## src/rtl/log_uart_drain.sv

```systemverilog
// Drains 32-bit words from the logger FIFO and sends each one over an 8N1 UART,
// most significant byte first. The next word is popped only after the last stop bit.
//
// state   | meaning
// --------+---------------------------------------------------------------
// S_IDLE  | line idle (tx=1); pop when enabled and the FIFO has data
// S_POP   | one-cycle fifo_rd_en strobe
// S_WAIT  | FIFO read data valid; latch the word, select byte 0
// S_START | start bit (tx=0) for CLKS_PER_BIT cycles
// S_DATA  | 8 data bits, LSB first, CLKS_PER_BIT cycles each
// S_STOP  | stop bit (tx=1); next byte, or count the word and go idle
module log_uart_drain #(
    parameter int CLKS_PER_BIT = 868
) (
    input  logic        clk,
    input  logic        reset,
    input  logic        enable,
    input  logic        fifo_empty,
    input  logic [31:0] fifo_data,
    output logic        fifo_rd_en,
    output logic        tx,
    output logic        busy,
    output logic [15:0] words_sent
);

    typedef enum logic [2:0] {
        S_IDLE,
        S_POP,
        S_WAIT,
        S_START,
        S_DATA,
        S_STOP
    } state_t;

    localparam logic [15:0] BAUD_LAST = 16'(CLKS_PER_BIT - 1);

    state_t      state_q, state_nxt;
    logic [15:0] baud_q, baud_nxt;
    logic [2:0]  bit_q, bit_nxt;
    logic [1:0]  byte_q, byte_nxt;
    logic [31:0] word_q, word_nxt;
    logic [15:0] sent_q, sent_nxt;
    logic        tx_q, tx_nxt;
    logic        rd_en_q, rd_en_nxt;
    logic        busy_q, busy_nxt;
    logic        baud_done;
    logic [7:0]  byte_cur;

    assign baud_done  = (baud_q == BAUD_LAST);
    assign fifo_rd_en = rd_en_q;
    assign tx         = tx_q;
    assign busy       = busy_q;
    assign words_sent = sent_q;

    // Next state, counters and word register; the baud counter restarts on every transition.
    always_comb begin
        state_nxt = state_q;
        baud_nxt  = baud_q + 16'd1;
        bit_nxt   = bit_q;
        byte_nxt  = byte_q;
        word_nxt  = word_q;
        sent_nxt  = sent_q;
        case (state_q)
            S_IDLE: begin
                baud_nxt = 16'd0;
                if (enable && !fifo_empty) begin
                    state_nxt = S_POP;
                end
            end
            S_POP: begin
                baud_nxt  = 16'd0;
                state_nxt = S_WAIT;
            end
            S_WAIT: begin
                baud_nxt  = 16'd0;
                word_nxt  = fifo_data;
                byte_nxt  = 2'd0;
                state_nxt = S_START;
            end
            S_START: begin
                if (baud_done) begin
                    baud_nxt  = 16'd0;
                    bit_nxt   = 3'd0;
                    state_nxt = S_DATA;
                end
            end
            S_DATA: begin
                if (baud_done) begin
                    baud_nxt = 16'd0;
                    if (bit_q == 3'd7) begin
                        state_nxt = S_STOP;
                    end else begin
                        bit_nxt = bit_q + 3'd1;
                    end
                end
            end
            S_STOP: begin
                if (baud_done) begin
                    baud_nxt = 16'd0;
                    if (byte_q == 2'd3) begin
                        sent_nxt  = sent_q + 16'd1;
                        state_nxt = S_IDLE;
                    end else begin
                        byte_nxt  = byte_q + 2'd1;
                        state_nxt = S_START;
                    end
                end
            end
            default: begin
                baud_nxt  = 16'd0;
                state_nxt = S_IDLE;
            end
        endcase
    end

    // Byte about to be on the line, picked from the next-cycle word and byte index.
    always_comb begin
        byte_cur = word_nxt[31:24];
        case (byte_nxt)
            2'd0: byte_cur = word_nxt[31:24];
            2'd1: byte_cur = word_nxt[23:16];
            2'd2: byte_cur = word_nxt[15:8];
            2'd3: byte_cur = word_nxt[7:0];
            default: byte_cur = word_nxt[31:24];
        endcase
    end

    // Registered outputs are derived from the next state so they line up with the state register.
    always_comb begin
        tx_nxt    = 1'b1;
        rd_en_nxt = (state_nxt == S_POP);
        busy_nxt  = (state_nxt != S_IDLE);
        case (state_nxt)
            S_START: tx_nxt = 1'b0;
            S_DATA:  tx_nxt = byte_cur[bit_nxt];
            default: tx_nxt = 1'b1;
        endcase
    end

    // State, counters and output registers.
    always_ff @(posedge clk or negedge reset) begin
        if (!reset) begin
            state_q <= S_IDLE;
            baud_q  <= 16'd0;
            bit_q   <= 3'd0;
            byte_q  <= 2'd0;
            word_q  <= 32'd0;
            sent_q  <= 16'd0;
            tx_q    <= 1'b1;
            rd_en_q <= 1'b0;
            busy_q  <= 1'b0;
        end else begin
            state_q <= state_nxt;
            baud_q  <= baud_nxt;
            bit_q   <= bit_nxt;
            byte_q  <= byte_nxt;
            word_q  <= word_nxt;
            sent_q  <= sent_nxt;
            tx_q    <= tx_nxt;
            rd_en_q <= rd_en_nxt;
            busy_q  <= busy_nxt;
        end
    end

endmodule

```

## config.mk

```make
export PLATFORM = sky130hd
export DESIGN_NAME = log_uart_drain
export DESIGN_NICKNAME = d
export VERILOG_FILES = /design/src/rtl/log_uart_drain.sv
export SDC_FILE = /design/constraint.sdc
export NUM_CORES = 1
export LEC_CHECK = 0
export BUFFER_PORTS_ARGS = -buffer_cell sky130_fd_sc_hd__buf_2
export CAP_MARGIN = 20
export CORE_MARGIN = 2
export CORE_UTILIZATION = 45
export CTS_CLUSTER_DIAMETER = 100
export DETAILED_ROUTE_END_ITERATION = 8
export HOLD_SLACK_MARGIN = 0.12
export PLACE_DENSITY_LB_ADDON = 0.2
export SLEW_MARGIN = 15
export SYNTH_ARGS = -nofsm -noshare
export SYNTH_HDL_FRONTEND = slang
export SYNTH_SLANG_ARGS = --single-unit
```

## constraint.sdc

```tcl
create_clock -name clk -period 3.1 [get_ports clk]
set_input_delay 0 -clock clk [delete_from_list [all_inputs] [get_ports clk]]
set_output_delay 0 -clock clk [all_outputs]
set_load 0.01 [all_outputs]
```

=== Word-level counts from Yosys, hierarchy flattened ===
Index checks and enable logic that the tools add are counted.

* Equality and inequality tests: 14
* Muxes and demuxes: 21
* Reductions and logical operators: 7
* Add/subtract/negate cells: 4
* Order comparisons: 1

{| class="wikitable"
|+ Operator list
! operator !! count
|-
| adder 16 x 1 -> 16 bit, second input constant || 2
|-
| 2-to-1 mux 16 bit || 2
|-
| 2-to-1 mux 32 bit || 1
|-
| one-hot mux 8 bit (4 select lines) || 1
|-
| 2-to-1 mux 3 bit || 8
|-
| one-hot mux 3 bit (6 select lines) || 1
|-
| == test 16 x 10 -> 1 bit, second input constant || 1
|-
| == test 3 bit, second input constant || 4
|-
| == test 3 x 2 -> 1 bit, second input constant || 3
|-
| == test 2 bit, second input constant || 3
|-
| == test 3 x 1 -> 1 bit, second input constant || 2
|-
| 2-to-1 mux 2 bit || 3
|-
| one-hot mux 3 bit (2 select lines) || 1
|-
| < comparator 3 x 4 -> 1 bit, second input constant || 1
|-
| one-hot mux 2 bit (2 select lines) || 1
|-
| adder 3 x 1 -> 3 bit, second input constant || 1
|-
| binary-select mux 1 bit (select 3 bit) || 1
|-
| zero test 3 bit || 1
|-
| AND reduction 3 bit || 1
|-
| nonzero test 3 bit || 1
|-
| OR reduction 3 bit || 1
|-
| adder 2 x 1 -> 2 bit, second input constant || 1
|-
| == test 2 x 1 -> 1 bit, second input constant || 1
|-
| zero test 2 bit || 1
|-
| other kinds (4) || 4
|}

* Bits of input ports: 36
* Flip-flop bits (word level): 75
* Output and inout bits: 19
* Logic and storage cells: 56

=== Longest topological paths before layout ===
* Depth after elaboration: 9
* Depth in mapped cells: 10
* Gate-level depth less buffers: 10

=== Worst setup path before layout ===
OpenSTA, ideal clock, no wires.

* Path kind: flip-flop to flip-flop
* Start point: register state_q[2]
* End point: register tx_q (netlist: tx)
* Slack: 0.773 ns
* Data arrival time: 2.244 ns
* Cell stages (with the launch flop): 10
* Library setup time: 0.082 ns
* Path through: dfrtp_1 buf_2 nor3b_4 buf_6 mux2_2 and2b_1 a2111oi_0 o22ai_1 a211oi_1 nor3_1

{| class="wikitable"
|+ RTL lines
! what !! line !! text
|-
| start: declaration || 37 || <nowiki>state_t state_q, state_nxt;</nowiki>
|-
| start signal: assignment || 153 || <nowiki>state_q <= state_nxt;</nowiki>
|-
| == test 3 x 2 -> 1 bit || 63 || <nowiki>case (state_q)</nowiki>
|-
| 2-to-1 mux 32 bit || 63 ||
|-
| via word_nxt[20] || 41 || <nowiki>logic [31:0] word_q, word_nxt;</nowiki>
|-
| one-hot mux 8 bit (4 select lines) || 119 || <nowiki>case (byte_nxt)</nowiki>
|-
| binary-select mux 1 bit (select 3 bit) || 135 || <nowiki>S_DATA: tx_nxt = byte_cur[bit_nxt];</nowiki>
|-
| 2-to-1 mux 1 bit (not written as such) || 135 ||
|-
| one-hot mux 1 bit (2 select lines) || 133 || <nowiki>case (state_nxt)</nowiki>
|-
| via tx_nxt || 43 || <nowiki>logic tx_q, tx_nxt;</nowiki>
|-
| end signal: assignment || 159 || <nowiki>tx_q <= tx_nxt;</nowiki>
|-
| end: declaration || 43 ||
|}

The timed path passes the listed nets, and every way through them passes these cells. The select of a mux whose other input is x is not followed.
A chain may end at the register's enable or synchronous reset.

=== Final worst setup path ===
* Start point: register baud_q[0]
* End point: register tx_q (netlist: tx)

* Word-level cells in the longest chain between the ends: 8

{| class="wikitable"
|+ Ends and longest elaborated chain
! what !! line !! text
|-
| start: declaration || 38 || <nowiki>logic [15:0] baud_q, baud_nxt;</nowiki>
|-
| start signal: assignment || 154 || <nowiki>baud_q <= baud_nxt;</nowiki>
|-
| == test 16 x 10 -> 1 bit (*) || 49 || <nowiki>assign baud_done = (baud_q == BAUD_LAST);</nowiki>
|-
| 2-to-1 mux 2 bit (*) || 98 || <nowiki>if (baud_done) begin</nowiki>
|-
| one-hot mux 2 bit (2 select lines) (*) || 63 ||
|-
| via byte_nxt[1] || 40 || <nowiki>logic [1:0] byte_q, byte_nxt;</nowiki>
|-
| == test 2 bit (tied with other cells) || 119 ||
|-
| one-hot mux 8 bit (4 select lines) (*) || 119 ||
|-
| binary-select mux 1 bit (select 3 bit) (*) || 135 ||
|-
| 2-to-1 mux 1 bit (not written as such) (*) || 135 ||
|-
| one-hot mux 1 bit (2 select lines) (*) || 133 ||
|-
| via tx_nxt || 43 ||
|}

Mark *: on every way through the listed nets, which the timed path passes. The rest lies on a longest branch. The select of a mux whose other input is x is not followed.

==> out/metrics.json <==
{
  "result_of_the_run": "completed",
  "slew-limit-headroom_pct": 57.6,
  "ys_async_sr_fraction_pct": 100,
  "mappedNetlistNets": 382,
  "worstPathBufferInverterCount": 0,
  "fin_crit_period_ps": 2680,
  "grt_pass1_wl_um": 13300,
  "global_route.usage.total_pct": 19.0,
  "initialDrtViolationCount": 84,
  "htreeDepth": 3,
  "syn-instance-count": 343,
  "power.density_nw_per_um2": 413,
  "final_core_util_pct": 57.8,
  "floorplan.rows": 33,
  "dominantRegCellSynth": "sky130_fd_sc_hd__dfrtp_1",
  "layout.cells.most_common": "sky130_fd_sc_hd__dfrtp_1",
  "route.final.wire_length_um": 8080,
  "dpl_worst_slack_ps": 363,
  "yosysUniqueCellTypes": 56,
  "grt_setup_unrepaired": "false",
  "firstDrtPassIters": 4,
  "count_of_max_cap_constraint_violations": 0,
  "clk_buf_depth": 2,
  "route.detailed.wl_per_inst_um": 14.8,
  "number_of_hold_slack_violations_in_the_final_timing_report": 0,
  "critical_path.slowest_cell": "sky130_fd_sc_hd__nor4b_4",
  "post-route-drc-count": 0,
  "setup-violations-final": 0,
  "fp.dieArea_sq_um": 9050,
  "antenna_viol_nets_final": 0,
  "viasPerCell": 5.31,
  "max_freq_ghz": 0.373,
  "gpl.final_weighted_congestion": 0.864,
  "boundaryPins": 55,
  "floorplan.die.width_um": 95.2,
  "critical_path_required_ps": 3380,
  "gr-total-overflow": 0,
  "regToRegStartpoint": "baud_q[0]",
  "grt_max_degree": 52,
  "num_vias": 2899,
  "worst_ir_drop_vdd_mv": 0.196,
  "combinationalPowerShare_pct": 6.0,
  "commonest_cells_after_routing_fill_and_taps_aside": "sky130_fd_sc_hd__dfrtp_1, sky130_fd_sc_hd__buf_2, sky130_fd_sc_hd__nor2_1, sky130_fd_sc_hd__dlygate4sd3_1, sky130_fd_sc_hd__mux2_2",
  "start_kind": "flop",
  "p_leak_nw": 2.12,
  "nNetsFinal": 475,
  "antenna_cells": 0,
  "largest_fanout_on_the_critical_path": 9,
  "place.detailed.hpwl_um": 5560,
  "fin_tns_setup_ps": 0,
  "antenna_found_initial": 0,
  "p_seq_share_pct": 51.7,
  "max_slew.worst_pin.slew_ps": 636,
  "clock_buffers_created_by_tritoncts": 9,
  "area_delta_synth_final_pct": 25.7,
  "report.final.slew_viol_count": 0,
  "worstPathCellList": "ha_1, nor4b_4, nand4_4, o21ai_2, and2b_1, a2111oi_0, o22ai_1, a211oi_1, nor3_1",
  "number_of_global_route_vias_before_repair": 2855,
  "drive_gt1_share_pct": 27.2,
  "synth.avg_cell_area_sq_um": 10.9,
  "synth-warning-count": 0,
  "i_o_buffers": 54,
  "cts_root_buf": "sky130_fd_sc_hd__clkbuf_8",
  "cp_top_family": "compound AO/OA/AOI/OAI gates",
  "placeableCoreArea_sq_um": 8130,
  "synth_edf_count": 0,
  "start_util_pct": 46.0,
  "cts_tree": "yes",
  "clk_latency_ps": 360,
  "chipHeight_um": 95.2,
  "internal_power_mw": 1.54,
  "cp_slowest_stage_delay_ps": 390,
  "numClockSinks": 75,
  "worst-setup-path-type": "reg2reg",
  "hold_class": "in2async",
  "netlist_area_sq_um": 3740,
  "final.setup_skew_ps": 18.8,
  "cp.arrival_ps": 2960,
  "p_switching_mw": 0.402,
  "clock_pin_slew_reported_for_the_worst_setup_and_hold_paths_after_clock_tree_synthesis_ps": 90,
  "number_of_register_bits_inferred_by_synthesis": 75,
  "final.period_utilization_pct": 86.5,
  "postCtsSetupRepairBufs": 0,
  "power_switching_share_pct": 20.7,
  "end_kind": "flop",
  "critical_path.startpoint": "baud_q[0]",
  "worst_slack_ps": 417,
  "clock_power_share_pct": 42.3,
  "synth-seq-area-share_pct": 50.2
}
==> repair_timing <==
action,in CTS,in global routing
endpoints found under the setup margin,0,1
hold buffers,35,0
gates resized for setup,0,1
endpoints found under the hold margin,58,0
==> synth_stat cells, types with 2 or more instances <==
library cell | n | area (sq um)
sky130_fd_sc_hd__dfrtp_1 | 74 | 1850
sky130_fd_sc_hd__nor2_1 | 35 | 131
sky130_fd_sc_hd__mux2_2 | 30 | 338
sky130_fd_sc_hd__nand2_1 | 28 | 105
sky130_fd_sc_hd__nand3_1 | 16 | 80.1
sky130_fd_sc_hd__xor2_1 | 15 | 131
sky130_fd_sc_hd__xnor2_1 | 13 | 114
sky130_fd_sc_hd__inv_1 | 9 | 33.8
sky130_fd_sc_hd__nand4_1 | 8 | 50.1
sky130_fd_sc_hd__nor3_1 | 7 | 35.0
sky130_fd_sc_hd__o21ai_0 | 7 | 35.0
sky130_fd_sc_hd__a21oi_1 | 5 | 25.0
sky130_fd_sc_hd__a31oi_1 | 5 | 31.3
sky130_fd_sc_hd__o211a_1 | 5 | 50.1
sky130_fd_sc_hd__o22ai_1 | 5 | 31.3
sky130_fd_sc_hd__buf_2 | 4 | 20.0
sky130_fd_sc_hd__nor2b_1 | 4 | 25.0
sky130_fd_sc_hd__or3_1 | 4 | 25.0
sky130_fd_sc_hd__a221oi_1 | 3 | 26.3
sky130_fd_sc_hd__a31o_1 | 3 | 26.3
sky130_fd_sc_hd__and2_1 | 3 | 18.8
sky130_fd_sc_hd__and3_1 | 3 | 18.8
sky130_fd_sc_hd__and4_1 | 3 | 26.3
sky130_fd_sc_hd__clkbuf_1 | 3 | 11.3
sky130_fd_sc_hd__ha_1 | 3 | 37.5
sky130_fd_sc_hd__nand4_2 | 3 | 37.5
sky130_fd_sc_hd__o21ai_1 | 3 | 15.0
sky130_fd_sc_hd__a2111oi_0 | 2 | 17.5
sky130_fd_sc_hd__a211oi_1 | 2 | 15.0
sky130_fd_sc_hd__a22oi_1 | 2 | 15.0
sky130_fd_sc_hd__a31o_2 | 2 | 17.5
sky130_fd_sc_hd__a32oi_1 | 2 | 17.5
sky130_fd_sc_hd__buf_4 | 2 | 15.0
sky130_fd_sc_hd__mux2_1 | 2 | 22.5
sky130_fd_sc_hd__nand2b_1 | 2 | 12.5
sky130_fd_sc_hd__nand4b_1 | 2 | 17.5
sky130_fd_sc_hd__nor2_2 | 2 | 12.5
sky130_fd_sc_hd__nor4_4 | 2 | 42.5
sky130_fd_sc_hd__o211ai_1 | 2 | 15.0
sky130_fd_sc_hd__o21ai_2 | 2 | 17.5
==> cell families after synthesis <==
logic type	after synthesis	share of synthesized area [%]
muxes	33	9.91
xor gates and xnor gates	28	6.56
AOI/OAI and AO/OA	53	10.2
buffers and inverters	21	2.64
and+or+nand+nor	130	19.5
adders and majority gates	3	1.00
DFF	75	50.2
==> cell type report <==
| class | instances | area, sq um |
|---|---|---|
| Fill cell | 703 | 3430 |
| Sequential cell | 75 | 1880 |
| Multi-Input combinational cell | 247 | 1770 |
| Timing Repair Buffer | 93 | 663 |
| Clock buffer | 11 | 141 |
| Tap cell | 105 | 131 |
| Clock inverter | 5 | 77.6 |
| Inverter | 10 | 37.5 |
==> power groups by stage <==
stage | registers [mW] | logic [mW] | clock network, mW
finish | 1.00 | 0.116 | 0.821
global placement | 1.02 | 0.0838 | 0
global route | 1.01 | 0.129 | 0.886
detailed placement | 1.02 | 0.0847 | 0
CTS | 1.00 | 0.118 | 0.848
floorplan | 1.02 | 0.0332 | 0
==> layer usage <==
metal	vias to the layer above	share of wire, %	track usage [%]
li1	1414	-	-
met1	1419	48	24.9
met2	57	47	31.3
met3	9	3.6	3.95
met4	0	1.3	6.52
met5	-	0	0
==> worst paths after layout <==
kind	end	slack, ps	cells past startpoint
worst max-delay path	tx	420	9
worst min-delay path	words_sent[9]	140	2
worst max register to register	tx	420	9
worst min register to register	words_sent[15]	470	1
max in group asynchronous	baud_q[3]	1900	3
min in group clk	state_q[0]	200	5
==> through the flow <==
| step | total power, mW | area (sq um) | instances | hold slack (ps) |
|---|---|---|---|---|
| after floorplan | 1.05 | 3740 | 343 | -296 |
| after global placement | 1.11 | 4120 | 495 | 13.3 |
| after detailed placement | 1.11 | 4120 | 495 | 10.5 |
| after CTS | 1.97 | 4690 | 546 | 156 |
| after global routing | 2.02 | 4700 | 546 | 193 |
| final | 1.94 | 4700 | 546 | 144 |
==> sequential cells by signal, summed over array words and instances (netlist names) <==
name        count
busy            1
baud_q         16
word_q         32
state_q         3
words_sent     16
fifo_rd_en      1
byte_q          2
bit_q           3
tx              1
Power figures use the tool's default switching activity.
